===== src/rtl/char_buffer_arbiter_if.sv =====
// char_buffer_arbiter_if
// Bundles the producer write port, the clear control and the text-engine read
// port of the shared character buffer.
//   req / reqAddr / reqData : four packed write requesters ({row,col}, char)
//   grant                   : one-hot write commit, combinational
//   clearReq / busy         : full-buffer clear request and sweep-in-progress
//   charAddress / charOutput: registered read port
// master = producers + text engine side, slave = the buffer.
interface char_buffer_arbiter_if;
  logic [3:0]  req;
  logic [23:0] reqAddr;
  logic [31:0] reqData;
  logic [3:0]  grant;
  logic        clearReq;
  logic        busy;
  logic [5:0]  charAddress;
  logic [7:0]  charOutput;

  modport master (
    output req, reqAddr, reqData, clearReq, charAddress,
    input  grant, busy, charOutput
  );

  modport slave (
    input  req, reqAddr, reqData, clearReq, charAddress,
    output grant, busy, charOutput
  );
endinterface


===== src/rtl/char_buffer_arbiter.sv =====
// char_buffer_arbiter
// 64-entry (4 rows x 16 cols) character buffer shared by up to four row
// producers. Writes are scheduled round-robin, one per cycle; the buffer is
// swept to CLEAR_CHAR after reset and whenever clearReq is seen in RUN.
// Ports:
//   clk    : system clock, rising edge
//   resetN : synchronous active-low reset
//   bus    : char_buffer_arbiter_if.slave (write requests, grant, clear, read)
//
// state    | meaning
// ---------+--------------------------------------------------------------
// ST_CLEAR | sweep clr_ptr 0..63 writing CLEAR_CHAR, no grants, busy=1
// ST_RUN   | round-robin write arbitration, clearReq starts a new sweep
module char_buffer_arbiter #(
  parameter logic [7:0] CLEAR_CHAR = 8'h20
) (
  input logic             clk,
  input logic             resetN,
  char_buffer_arbiter_if.slave bus
);

  typedef enum logic {ST_CLEAR, ST_RUN} state_t;

  state_t     state, state_nxt;
  logic [5:0] clr_ptr, clr_ptr_nxt;
  logic [1:0] last_grant, last_grant_nxt;
  logic       busy_q;
  logic [7:0] char_q;
  logic [3:0] grant_int;

  logic [7:0] mem [64];
  logic       mem_we;
  logic [5:0] mem_waddr;
  logic [7:0] mem_wdata;

  logic [5:0] req_addr [4];
  logic [7:0] req_data [4];

  logic       rr_valid;
  logic [1:0] rr_sel;
  logic [1:0] rr_cand;

  always_comb begin
    for (int i = 0; i < 4; i++) begin
      req_addr[i] = bus.reqAddr[6*i +: 6];
      req_data[i] = bus.reqData[8*i +: 8];
    end
  end

  // Search starts one past the last winner; the fourth candidate wraps back
  // to last_grant itself so a lone requester keeps winning every cycle.
  always_comb begin
    rr_valid = 1'b0;
    rr_sel   = last_grant;
    rr_cand  = '0;
    for (int k = 1; k <= 4; k++) begin
      rr_cand = last_grant + 2'(k);
      if (!rr_valid && bus.req[rr_cand]) begin
        rr_valid = 1'b1;
        rr_sel   = rr_cand;
      end
    end
  end

  always_comb begin
    state_nxt      = state;
    clr_ptr_nxt    = clr_ptr;
    last_grant_nxt = last_grant;
    grant_int      = '0;
    mem_we         = 1'b0;
    mem_waddr      = clr_ptr;
    mem_wdata      = CLEAR_CHAR;

    case (state)
      ST_CLEAR: begin
        mem_we      = 1'b1;
        clr_ptr_nxt = clr_ptr + 6'd1;
        if (clr_ptr == 6'd63) state_nxt = ST_RUN;
      end
      ST_RUN: begin
        if (bus.clearReq) begin
          state_nxt   = ST_CLEAR;
          clr_ptr_nxt = '0;
        end else if (rr_valid) begin
          grant_int      = 4'b0001 << rr_sel;
          mem_we         = 1'b1;
          mem_waddr      = req_addr[rr_sel];
          mem_wdata      = req_data[rr_sel];
          last_grant_nxt = rr_sel;
        end
      end
      default: state_nxt = ST_CLEAR;
    endcase

    // grant is combinational, so it must be forced quiet while reset is held
    // or a pending request would appear committed.
    if (!resetN) begin
      grant_int = '0;
      mem_we    = 1'b0;
    end
  end

  always_ff @(posedge clk) begin
    if (!resetN) begin
      state      <= ST_CLEAR;
      clr_ptr    <= '0;
      last_grant <= 2'd3;
      busy_q     <= 1'b1;
      char_q     <= CLEAR_CHAR;
    end else begin
      state      <= state_nxt;
      clr_ptr    <= clr_ptr_nxt;
      last_grant <= last_grant_nxt;
      busy_q     <= (state_nxt == ST_CLEAR);
      char_q     <= mem[bus.charAddress];
    end
  end

  // Storage has no reset; the sweep after reset release initialises it.
  // Same-edge read of mem returns old data through the non-blocking update.
  always_ff @(posedge clk) begin
    if (mem_we) mem[mem_waddr] <= mem_wdata;
  end

  assign bus.grant      = grant_int;
  assign bus.busy       = busy_q;
  assign bus.charOutput = char_q;

endmodule

===== src/flat_wrapper.sv =====
// flat-port wrapper written by rule: the top's interface ports become plain ports
module char_buffer_arbiter_flat 
#(
  parameter logic [7:0] CLEAR_CHAR = 8'h20
)
  (clk, resetN, bus_req, bus_reqAddr, bus_reqData, bus_clearReq, bus_charAddress, bus_grant, bus_busy, bus_charOutput);
  char_buffer_arbiter_if bus_i ();
  input logic clk;
  input logic resetN;
  input wire logic [$bits(bus_i.req)-1:0] bus_req;
  input wire logic [$bits(bus_i.reqAddr)-1:0] bus_reqAddr;
  input wire logic [$bits(bus_i.reqData)-1:0] bus_reqData;
  input wire logic [$bits(bus_i.clearReq)-1:0] bus_clearReq;
  input wire logic [$bits(bus_i.charAddress)-1:0] bus_charAddress;
  output wire logic [$bits(bus_i.grant)-1:0] bus_grant;
  output wire logic [$bits(bus_i.busy)-1:0] bus_busy;
  output wire logic [$bits(bus_i.charOutput)-1:0] bus_charOutput;
  assign bus_i.req = bus_req;
  assign bus_i.reqAddr = bus_reqAddr;
  assign bus_i.reqData = bus_reqData;
  assign bus_i.clearReq = bus_clearReq;
  assign bus_i.charAddress = bus_charAddress;
  assign bus_grant = bus_i.grant;
  assign bus_busy = bus_i.busy;
  assign bus_charOutput = bus_i.charOutput;
  char_buffer_arbiter #(.CLEAR_CHAR(CLEAR_CHAR)) u_core (.clk(clk), .resetN(resetN), .bus(bus_i));
endmodule

===== config.mk =====
export PLATFORM = sky130hd
export DESIGN_NAME = char_buffer_arbiter_flat
export DESIGN_NICKNAME = d
export VERILOG_FILES = /design/src/rtl/char_buffer_arbiter_if.sv /design/src/rtl/char_buffer_arbiter.sv /design/src/flat_wrapper.sv
export SDC_FILE = /design/constraint.sdc
export NUM_CORES = 1
export LEC_CHECK = 0
export BUFFER_PORTS_ARGS = -buffer_cell sky130_fd_sc_hd__buf_2
export CORE_UTILIZATION = 58
export CTS_BUF_LIST = sky130_fd_sc_hd__clkbuf_2 sky130_fd_sc_hd__clkbuf_4 sky130_fd_sc_hd__clkbuf_8
export DETAILED_ROUTE_END_ITERATION = 8
export PLACE_DENSITY = 0.88
export SLEW_MARGIN = 5
export SYNTH_ARGS = -nofsm -noshare
export SYNTH_HDL_FRONTEND = slang
export SYNTH_SLANG_ARGS = --single-unit

===== constraint.sdc =====
create_clock -name clk -period 5.6 [get_ports clk]
set_input_delay 0.28 -clock clk [delete_from_list [all_inputs] [get_ports clk]]
set_output_delay 0.28 -clock clk [all_outputs]
set_load 0.01 [all_outputs]

# After elaboration in Yosys (flattened, before gate mapping)
# Memory sizes are Yosys's and may differ from the RTL's. A register that Yosys moved wholly into a read port is not among the register bits.
# Index checks and enable logic that the tools add are counted.
# Widths: inputs -> output; s select.
# word_totals
word_cells	72
ramBits	512
memories	1
ff_bits	10
# memory_table
memory	words	word_bits	read_ports	rd_ports_with_merged_regs	wr	line	source
u_core.mem	64	8	1	1	1	char_buffer_arbiter.sv:31	logic [7:0] mem [64];
# op_classes
n_bitwise	4
n_mux	43
n_addsub	4
eq_ne	2
magnitude_cmp	5
reduce_logical	8
n_shift	1
# ops
cell	n
$mux 8	5
$mux 6	6
$bmux 8 s2	1
$mux 4	4
$mux 1	15
$bmux 6 s2	1
$lt 2x3->1 const B	4
$pmux 6 s2	1
$bmux 1 s2	4
$mux 2	4
$add 6x1->6 const B	1
$eq 6x6->1 const B	1
$add 2x2->2 const B	2
$logic_not 1->1	4
$pmux 1 s2	2
$shl 1x2->4 const A	1
$ge 3x3->1 const B	1
$logic_and 1x1->1	3
$not 1->1	3
$not 2->3	1
$reduce_and 3->1	1
$add 2x1->2 const B	1
$ne 2x2->1 const B	1

# Logic depth before layout (Yosys ltp)
# Gate-level depths: netlist of the first run.
# depth
depth_word	20
mapped_depth	10

# Worst setup path before layout of the first run
# Ideal clock, no wire load.
# synth_path
path_type	register -> register
from	register u_core.last_grant[0]
to	memory u_core.mem[0][0], data pin
required_ns	4.832
stages_incl_launch_ff	8
t_arrival_ns	4.450
setup_ns	0.768
synth_period_minus_slack_ns	5.218
path_slack_ns	0.382
cell_sequence	dfxtp_1 -> nand2b_1 -> a21oi_1 -> nor2_1 -> clkbuf_1 -> clkbuf_1 -> nand2_1 -> a311oi_1
# synth_via
elab_chain_len	20
word_cells_on_any_way	32
cone_classes	add/sub (3); mux (22); bitwise (1); reduce/logical (6)
# synth_lines
element	line	source
start: declaration	char_buffer_arbiter.sv:26	logic [1:0] last_grant, last_grant_nxt;
start signal: assignment	char_buffer_arbiter.sv:113	last_grant <= last_grant_nxt;
$add 2x1->2	char_buffer_arbiter.sv:57	rr_cand = last_grant + 2'(k);
$bmux 1 s2	char_buffer_arbiter.sv:58	if (!rr_valid && bus.req[rr_cand]) begin
$mux 1 (implied by the code)	char_buffer_arbiter.sv:58	
$mux 1	char_buffer_arbiter.sv:58	
$logic_not 1->1	char_buffer_arbiter.sv:58	
$logic_and 1x1->1	char_buffer_arbiter.sv:58	
$mux 1	char_buffer_arbiter.sv:58	
$logic_not 1->1	char_buffer_arbiter.sv:58	
(+4 left out)	n/a	
$mux 2	char_buffer_arbiter.sv:58	
$not 2->3 (implied by the code)	char_buffer_arbiter.sv:88	mem_wdata = req_data[rr_sel];
$bmux 8 s2	char_buffer_arbiter.sv:88	
$mux 8 (implied by the code) (2 in series)	char_buffer_arbiter.sv:88	
$mux 8 *	char_buffer_arbiter.sv:84	end else if (rr_valid) begin
$mux 8 *	char_buffer_arbiter.sv:81	if (bus.clearReq) begin
$mux 8 *	char_buffer_arbiter.sv:74	case (state)
named net u_core.mem_wdata[0]	char_buffer_arbiter.sv:34	logic [7:0] mem_wdata;
end: declaration	char_buffer_arbiter.sv:31	
# The timed path passes the listed nets; every way through them passes the cells marked *. The select of a mux whose other input is x is not followed.

# Worst setup path in the final report of the first run
# layout_path
from	register u_core.last_grant[0]
to	memory u_core.mem[28][3], enable pin
# layout_via
elab_chain_len	20
word_cells_on_any_way	38
cone_classes	add/sub (3); mux (28); bitwise (1); reduce/logical (6)
# layout_lines
element	line	source
$add 2x1->2	char_buffer_arbiter.sv:57	
$bmux 1 s2	char_buffer_arbiter.sv:58	
$mux 1 (implied by the code)	char_buffer_arbiter.sv:58	
$mux 1	char_buffer_arbiter.sv:58	
$logic_not 1->1	char_buffer_arbiter.sv:58	
$logic_and 1x1->1	char_buffer_arbiter.sv:58	
$mux 1	char_buffer_arbiter.sv:58	
$logic_not 1->1	char_buffer_arbiter.sv:58	
(+3 left out)	n/a	
$logic_and 1x1->1	char_buffer_arbiter.sv:58	
$mux 2	char_buffer_arbiter.sv:58	
$not 2->3 (implied by the code)	char_buffer_arbiter.sv:87	mem_waddr = req_addr[rr_sel];
$bmux 6 s2	char_buffer_arbiter.sv:87	
$mux 6 (implied by the code) (2 in series)	char_buffer_arbiter.sv:87	
$mux 6	char_buffer_arbiter.sv:84	
$mux 6	char_buffer_arbiter.sv:81	
$mux 6	char_buffer_arbiter.sv:74	
# Several ways; a longest one is shown, not always the timed one. The select of a mux whose other input is x is not followed.

==> qor.yml, run 1 <==
outcome: "finished clean"
worstRegToRegCells: 7
clk_pin_slew_ps: 60
setup.worst_path.class: "flip-flop to flip-flop"
rsz0062_at_grt: "false"
power_w: 0.007639
synth_area_leaders: "edfxtp_1, mux4_2, dfxtp_1, nor2_1, nand2_1"
grt_max_degree: 73
rrSetupSlack_ps: 1290
skew_ps: 25.18
dr.pass1.iters: 6
port_buffers: 81
mostFrequentLayoutCell: "edfxtp_1"
syn_avg_cell_area_um2: 20.27
clock_tree.buffer_depth: 3
synth_top_cell_by_area: "edfxtp_1"
ys_async_sr_fraction_pct: 0
dp_cells: 1575
holdBufCountCts: 1
synth_ff_type: "edfxtp_1"
area_growth_pct: 11.97
fillers: 2169
worstSkewPairLatency_ps: 600
final_util_pct: 65.74
min_delay_worst_endpoint: "u_core.last_grant[0]"
cp-start-kind: "flip-flop"
synthCells: 1058
overflow: 0
reg2reg_to: "u_core.mem[28][3]"
dieHeight_um: 194.3
grt_pass1_vias: 11440
postCtsSetupBuffers: 0
gp_congestion: 0.9032
tns_ps: 0
die_w_um: 194.3
antennaDiodeCount: 0
htree_num_levels: 3
min_from: "resetN"
synth_edf_count: 512
final_area_um2: 24010
max_slew_margin_pct: 15.00
synth_top_area_share_pct: 71.70
synth.ff_latch_count: 530
required_ps: 5810
initial_utilization_pct: 58.71
fmax_mhz: 231.8
io_pins: 82
ir_worst_vdd_v: 0.0001953
ys_warn_count: 0
cts_tree: "yes"
wl_per_cell_um: 28.13
timing.rr.start: "u_core.last_grant[0]"
fin_crit_sh_pct: 77.05
pwr_density_cell_nw_per_um2: 318.2
end_kind: "flip-flop"
path_max_fanout: 15
ys_seq_area_share_pct: 73.38
die_area_um2: 37740
worst_slew_pin_slew_ps: 1269
finalWirelength_mm: 48.30
whs_path_depth: 2
syn_nets: 1128
ant_nets: 0
antenna_found_initial: 1
num_vias: 11440
finalNetCount: 1258
grt_pass1_wl_mm: 72.41
synth_area_um2: 21440
slew_viol_final: 0
fin_crit_ps: 4315
first_iter_violations: 1490
drv_cap: 0
drc: 0
most-common-layout-cells: "edfxtp_1, mux4_2, clkbuf_8, buf_2, nor2_1"
vias_per_cell: 6.664
p_leak_nw: 8.664
yosys.cell_types.count: 53
drive_above_1_share_pct: 33.87
cts_sinks: 530
instances_no_fill: 1717
num_rows: 70
setup_violations: 0
cts_root_buf: "clkbuf_8"
placed_cell_area_um2: 22500
coreArea_um2: 36520
place_hpwl_mm: 30.07
cts_resized: 0
hold_viol: 0
cts-buffers-inserted: 78
min_path_type: "primary input to flip-flop"
grt_use_total_pct: 26.44
crit_arrival_ps: 4530
## cell families (layout without fill, tap and decap cells)
| family | after synthesis | after routing | synth area share, % |
|---|---|---|---|
| flip-flops | 530 | 530 | 73.38 |
| AND/OR/NAND/NOR | 209 | 209 | 4.709 |
| AO/OA/AOI/OAI | 71 | 71 | 2.672 |
| buffers and inverters | 70 | 261 | 1.517 |
| multiplexers | 177 | 177 | 17.66 |
| adder cells (fa/ha/maj) | 1 | 1 | 0.05834 |
## cell usage after synthesis (2+ instances only)
master,number
or2_1,2
o31ai_1,4
a22oi_1,2
a2111o_1,2
nor2b_1,4
a21oi_1,4
o221a_2,2
dfxtp_1,18
nand2b_1,5
nor2_1,63
inv_1,7
mux4_2,161
nand3b_1,2
o21ai_0,5
buf_4,10
o31a_1,2
o21ai_1,3
o32a_1,3
nor3b_1,7
a311oi_1,15
a211o_1,2
edfxtp_1,512
o211ai_1,2
and2_1,2
nor3_2,4
mux2i_1,15
and3_1,9
o211a_1,2
a21o_1,3
nand3_1,20
nor3_1,17
nor4b_1,6
nand4_1,2
nand2_1,59
buf_2,20
o32ai_2,2
o22ai_1,8
clkbuf_1,24
nor4_1,3
o21a_1,2
a31oi_1,3
buf_1,9
## critical path, cell delays in order, from the launching register on
cell and delay, ps:
dfxtp_1 350, nand2b_1 200, a21oi_1 790, or2_1 570, a2111o_1 230, o211a_1 480
nand2_1 300, nor3_1 1000
## cell type report
| type | count | area [um2] | area share (%) |
|---|---|---|---|
| clock inverters | 34 | 192.7 | 0.8025 |
| repair buffers | 113 | 659.4 | 2.746 |
| inverters | 7 | 26.28 | 0.1094 |
| clock buffers | 107 | 1304 | 5.430 |
| well taps | 468 | 585.6 | 2.439 |
| multi-input cells | 458 | 5508 | 22.94 |
| flip-flops and latches | 530 | 15740 | 65.53 |
## registers in the layout (all words and copies together), names as in the netlist
name and flops:
u_core.mem 512, u_core.clr_ptr 6, u_core.state 1, u_core.bus.charOutput 8, u_core.bus.busy 1, u_core.last_grant 2
## per-layer routing
metal  track usage (%)  wire [um]  vias up
li1                  -          -     4693
met1             37.59      18140     5785
met2             41.30      23550      872
met3             6.227       5558       92
met4             8.289       1049        0
met5                 0          0        -
## worst max-delay path by stage
stage	end	cells after the start	slack, ps	from
after floorplan	u_core.mem[0][0]	7	380	u_core.last_grant[0]
after global placement	u_core.mem[28][3]	8	1400	bus_req[3]
after detailed placement	u_core.mem[28][3]	8	1290	bus_req[3]
after CTS	u_core.mem[28][6]	7	1390	u_core.last_grant[0]
after global routing	u_core.mem[28][6]	7	970	u_core.last_grant[0]
final	u_core.mem[28][3]	7	1290	u_core.last_grant[0]
## report_power, final
part / switching [W] / internal [W]
Sequential: 0.00000702 / 0.00430
Clock: 0.00143 / 0.00156
Combinational: 0.000202 / 0.000146
Total: 0.00163 / 0.00600
## stage by stage
stage                     hold WS (ps)  worst slack (ps)
after floorplan                  506.4             382.2
after global placement           557.8              1397
after detailed placement         557.1              1288
after CTS                        18.39              1392
after global routing             40.37             974.1
final                            64.97              1285
No activity file was read; power rests on OpenSTA's default activity.
==> run 2: changes to the inputs <==
ABC_AREA = 1   (was unset)
clock period = 3.5 ns   (was 5.6 ns; I/O delays follow)
==> run 2 against run 1 <==
Effect of this change:
- first-iteration DRC count is 68% higher
- routed wire length grew 23%
- die area increased by 3.1%
- clock power increased by 76%
==> qor.yml, run 2 <==
fin_crit_sh_pct: 94.13
dieHeight_um: 197.3
synth_top_family_by_area: "simple AND/OR/NAND/NOR gates"
most-common-layout-cells: "edfxtp_1, nor2_1, o21ai_0, nand3_1, nand2_1"
cp_slowest_cell: "dfxtp_1"
cts_sinks: 530
synth_common_cells: "edfxtp_1, nor2_1, o21ai_0, nand3_1, nand2_1"
rsz0062_at_grt: "true"
die_w_um: 197.3
worstRegToRegCells: 16
synth_area_leaders: "edfxtp_1, o21ai_0, nor2_1, o221ai_1, nand3_1"
fin_crit_ps: 3295
antennaDiodeCount: 0
syn_nets: 1888
clk_pin_slew_ps: 60
timing.rr.start: "u_core.last_grant[0]"
drc: 0
ys_async_sr_fraction_pct: 0
cts_resized: 0
ant_nets: 0
setup.worst_path.class: "flip-flop to flip-flop"
outcome: "finished clean"
final_util_pct: 68.05
pwr_density_cell_nw_per_um2: 507.2
wl_per_cell_um: 23.28
hold_viol: 0
crit_arrival_ps: 3640
path_max_fanout: 25
vias_per_cell: 6.375
port_buffers: 81
cts_root_buf: "clkbuf_8"
gp_congestion: 0.9269
grt_use_total_pct: 30.99
synth_xor_area_share_pct: 0
required_ps: 3850
end_kind: "flip-flop"
mostFrequentLayoutCell: "edfxtp_1"
slowest_delay_ps: 450
ir_worst_vdd_v: 0.0003046
tns_ps: 0
synth_top_cell_by_area: "edfxtp_1"
cts-buffers-inserted: 83
finalNetCount: 2041
num_rows: 71
io_pins: 82
p_leak_nw: 9.683
htree_num_levels: 3
grt_pass1_vias: 15820
cts_tree: "yes"
synth_compound_area_share_pct: 12.24
whs_path_depth: 3
area_growth_pct: 15.62
synth_top_area_share_pct: 69.52
synth_fa_ha_area_share_pct: 0.05657
min_from: "bus_charAddress[5]"
cp-start-kind: "flip-flop"
antenna_found_initial: 0
dr.pass1.iters: 7
timing.critical_path.mode_cell: "nand2_2"
synth_ff_type: "edfxtp_1"
num_vias: 16240
synth.ff_latch_count: 530
setup_violations: 0
min_path_type: "primary input to flip-flop"
ys_seq_area_share_pct: 71.15
die_area_um2: 38920
grt_max_degree: 164
syn_avg_cell_area_um2: 12.17
place_hpwl_mm: 36.21
synth_area_um2: 22120
slew_viol_final: 0
first_iter_violations: 2507
skew_ps: 18.02
worstSkewPairLatency_ps: 640
synth_edf_count: 512
top_register: "u_core.mem"
worst_slew_pin_slew_ps: 866.3
finalWirelength_mm: 59.33
synthCells: 1818
synthSimpleGateAreaFrac_pct: 13.54
initial_utilization_pct: 58.86
coreArea_um2: 37580
fmax_mhz: 303.5
overflow: 0
grt_pass1_wl_mm: 89.89
drv_cap: 0
max_slew_margin_pct: 42.24
yosys.cell_types.count: 37
rrSetupSlack_ps: 210
largest_reg_flops: 512
clock_tree.buffer_depth: 3
cp_cell_sequence: "buf_4, nand2_1, nand2_2, nand2_1, nand2_2, nand2_2, nand2_2, nand2_4, nand2_4, nand2_1, nand3_1, nand3_1, nand2_2, nand4_2, nor2_1, buf_4"
ys_warn_count: 0
drive_above_1_share_pct: 19.64
postCtsSetupBuffers: 0
synth.most_common_cell: "edfxtp_1"
power_w: 0.01297
crit_start: "u_core.last_grant[0]"
synth_mux_area_share_pct: 0
run 2: cell count changes after synthesis, sizes merged, moves of 29 or more:
cell	delta
inv	+37
nand3	+117
mux4	-161
nor2	+299
o221ai	+94
nand2	+92
o22ai	+29
o21ai	+269
clkbuf	+72
run 2: kinds of logic after synthesis:
kind of cell	Yosys count
fa+ha+maj	1
buf+inv	166
simple gates	673
compound gates	448
flops	530
run 2: cell type report:
type | count | area (um2)
Sequential cell | 530 | 15740
Fill cell | 2580 | 12010
Multi-Input combinational cell | 1122 | 5837
Clock buffer | 125 | 1514
Timing Repair Buffer | 189 | 1493
Tap cell | 511 | 639.4
Clock inverter | 26 | 178.9
Inverter | 45 | 173.9
run 2: worst paths after layout:
check                                   to
setup / recovery         u_core.mem[14][3]
hold / removal    u_core.bus.charOutput[0]
setup reg to reg         u_core.mem[14][3]
hold reg to reg          u_core.clr_ptr[3]
run 2: what timing repair did:
| item | CTS | global route |
|---|---|---|
| hold buffers | 2 | 0 |
| endpoints found under the hold margin | 8 | 0 |
| endpoints found under the setup margin | 0 | 1 |
run 2: metrics by stage:
stage	hold WS (ps)	std cells	area, um2	setup slack [ps]
2_1_floorplan	259.7	1818	22170	62.31
3_3_place_gp	481.0	2395	23860	462.1
3_5_place_dp	493.4	2395	23860	363.9
4_1_cts	11.64	2548	25570	339.0
5_1_grt	13.86	2548	25570	-0.2709
6_report	57.95	2548	25570	205.4
run 2: power breakdown:
part	internal, W	switching, W
Combinational	0.000252	0.000569
Sequential	0.00688	0.0000105
Clock	0.00291	0.00235
Total	0.0100	0.00293
run 2: critical path: cells and delay by family (launching register included):
family | cells | cell delay [ps]
simple gates | 14 | 2140
flops | 1 | 450
buf+inv | 2 | 400
run 2: layer usage:
metal / vias to the layer above / wire (um) / GRT usage (%)
met1: 7625 / 21620 / 40.14
li1: 7060 / - / -
met3: 233 / 7116 / 7.222
met5: - / 0 / 0
met4: 0 / 2414 / 13.92
met2: 1326 / 28170 / 50.08
==> run 3: changes to the inputs <==
CTS_BUF_LIST = sky130_fd_sc_hd__clkbuf_4   (was sky130_fd_sc_hd__clkbuf_2 sky130_fd_sc_hd__clkbuf_4 sky130_fd_sc_hd__clkbuf_8)
==> run 3 against run 2 <==
Effect of this change:
- global-route usage is 0.35 points higher
- critical path depth is 4 lower
- cell count is 4.2% higher
- first-iteration DRC count is 0.40% lower
- die area did not move
- clock-buffer cell count increased by 59
- combinational power rose by 1%
- clock skew increased by 30 ps
- worst hold slack worse by 25 ps
- total power is 0.81% lower
- utilization rose by 0.60 points
- critical endpoint is now u_core.mem[45][4]
==> qor.yml, run 3 (synthesis gave the netlist of run 2 again) <==
cp.buffers_inverters: 5
cp_slowest_cell: "dlygate4sd3_1"
num_rows: 71
antenna_found_initial: 1
most-common-layout-cells: "edfxtp_1, nor2_1, o21ai_0, clkbuf_4, nand3_1"
skew_ps: 48.30
area_growth_pct: 16.64
max_slew_margin_pct: 41.99
grt_pass1_wl_mm: 90.69
mostFrequentLayoutCell: "edfxtp_1"
fin_crit_sh_pct: 94.40
cp_cell_sequence: "buf_4, nand2_1, and2_1, inv_2, nand2_1, o2111ai_1, nand2_1, inv_1, buf_4, nand2_1, a31oi_4, dlygate4sd3_1"
pwr_density_cell_nw_per_um2: 498.7
clk_pin_slew_ps: 70
worstRegToRegCells: 12
finalNetCount: 2112
clock_tree.buffer_depth: 3
initial_utilization_pct: 58.86
outcome: "finished clean"
cts_sinks: 530
grt_pass1_vias: 16360
setup.worst_path.class: "flip-flop to flip-flop"
p_sw_w: 0.003057
crit_start: "u_core.last_grant[0]"
die_w_um: 197.3
tns_ps: 0
drive_above_1_share_pct: 21.98
rsz0062_at_grt: "true"
required_ps: 4110
worstSkewPairLatency_ps: 840
cp.depth: 12
worst_slack_ps: 196.0
cts_tree: "yes"
hold_slack_ps: 32.46
crit_family: "buffers and inverters"
place_hpwl_mm: 36.21
highest_layer: "met4"
grt_use_total_pct: 31.34
htree_num_levels: 4
port_buffers: 81
place_ws_ps: 363.9
cts_root_buf: "clkbuf_4"
first_iter_violations: 2497
p_leak_nw: 9.894
die_area_um2: 38920
num_vias: 16580
gp_congestion: 0.9269
end_kind: "flip-flop"
drc: 0
drv_cap: 0
slowest_delay_ps: 770
dieHeight_um: 197.3
cp-start-kind: "flip-flop"
min_path_type: "primary input to flip-flop"
sw_frac_of_total_pct: 23.77
reg2reg_to: "u_core.mem[45][4]"
wl_per_cell_um: 22.48
cts-buffers-inserted: 132
coreArea_um2: 37580
combPwrFrac_pct: 6.5
hold_viol: 0
m1WireLength_mm: 21.43
rrSetupSlack_ps: 200
ant_nets: 0
crit_arrival_ps: 3920
route.met2.wl_mm: 28.26
slew_viol_final: 0
grt_max_degree: 164
worst_slew_pin_slew_ps: 870.1
pwr-share-seq_pct: 53.5
top_register: "u_core.mem"
instances_no_fill: 2655
vias_per_cell: 6.244
io_pins: 82
met3_wirelength_mm: 7.089
timing.rr.start: "u_core.last_grant[0]"
largest_reg_flops: 512
final_util_pct: 68.65
finalWirelength_mm: 59.68
fmax_mhz: 302.7
setup_violations: 0
crit_end: "u_core.mem[45][4]"
p_int_w: 0.009807
path_max_fanout: 13
ir_worst_vdd_v: 0.0002539
pwr-share-clk_pct: 40.0
dr.pass1.iters: 6
timing.critical_path.mode_cell: "nand2_1"
overflow: 0
cts_resized: 0
fin_crit_ps: 3304
dp_cells: 2395
[run 3: power groups by stage]
stage / Sequential [W] / Clock (W) / Combinational [W]
floorplan: 0.00702 / 0 / 0.000513
global placement: 0.00702 / 0 / 0.000769
detailed placement: 0.00702 / 0 / 0.000789
CTS: 0.00688 / 0.00520 / 0.000809
global route: 0.00688 / 0.00552 / 0.000897
finish: 0.00688 / 0.00515 / 0.000833
[run 3: area by class of cell]
type | count | area [um2]
Tap cell | 511 | 639.4
Fill cell | 2577 | 11780
Sequential cell | 530 | 15740
Inverter | 45 | 173.9
Clock inverter | 51 | 299.0
Clock buffer | 184 | 1381
Antenna cell | 1 | 2.502
Timing Repair Buffer | 211 | 1728
Multi-Input combinational cell | 1122 | 5837
[run 3: per-layer routing]
metal | GRT usage (%) | vias up
met2 | 49.88 | 1262
met3 | 8.247 | 249
li1 | - | 7281
met5 | 0 | -
met1 | 39.28 | 7786
met4 | 17.37 | 0
[run 3: worst reg2reg max path, delay by kind of cell, from the launching register on]
kind                   cells  cell delay (ps)
flip-flops                 1              440
AND/OR/NAND/NOR            5              520
AO/OA/AOI/OAI              2              500
buffers and inverters      5             1610
[run 3: how the worst min path moves through the flow]
stage,cells past startpoint,slack [ps],to,startpoint
global route,4,20,u_core.mem[45][1],bus_reqData[17]
floorplan,1,260,u_core.bus.charOutput[5],resetN
finish,4,30,u_core.mem[46][1],bus_reqData[17]
global placement,2,480,u_core.last_grant[0],resetN
detailed placement,2,490,u_core.last_grant[0],resetN
CTS,4,20,u_core.mem[57][6],bus_reqData[22]
[run 3: what timing repair did]
item	CTS	global route
hold buffers	20	0
buffers inserted	0	4
hold endpoints to repair	59	0
endpoints found under the setup margin	0	120
[run 3: stage by stage]
step           cell area, um2  total power, W
2_1_floorplan           22170        0.007534
3_3_place_gp            23860        0.007786
3_5_place_dp            23860        0.007808
4_1_cts                 25740         0.01289
5_1_grt                 25800         0.01330
6_report                25800         0.01286
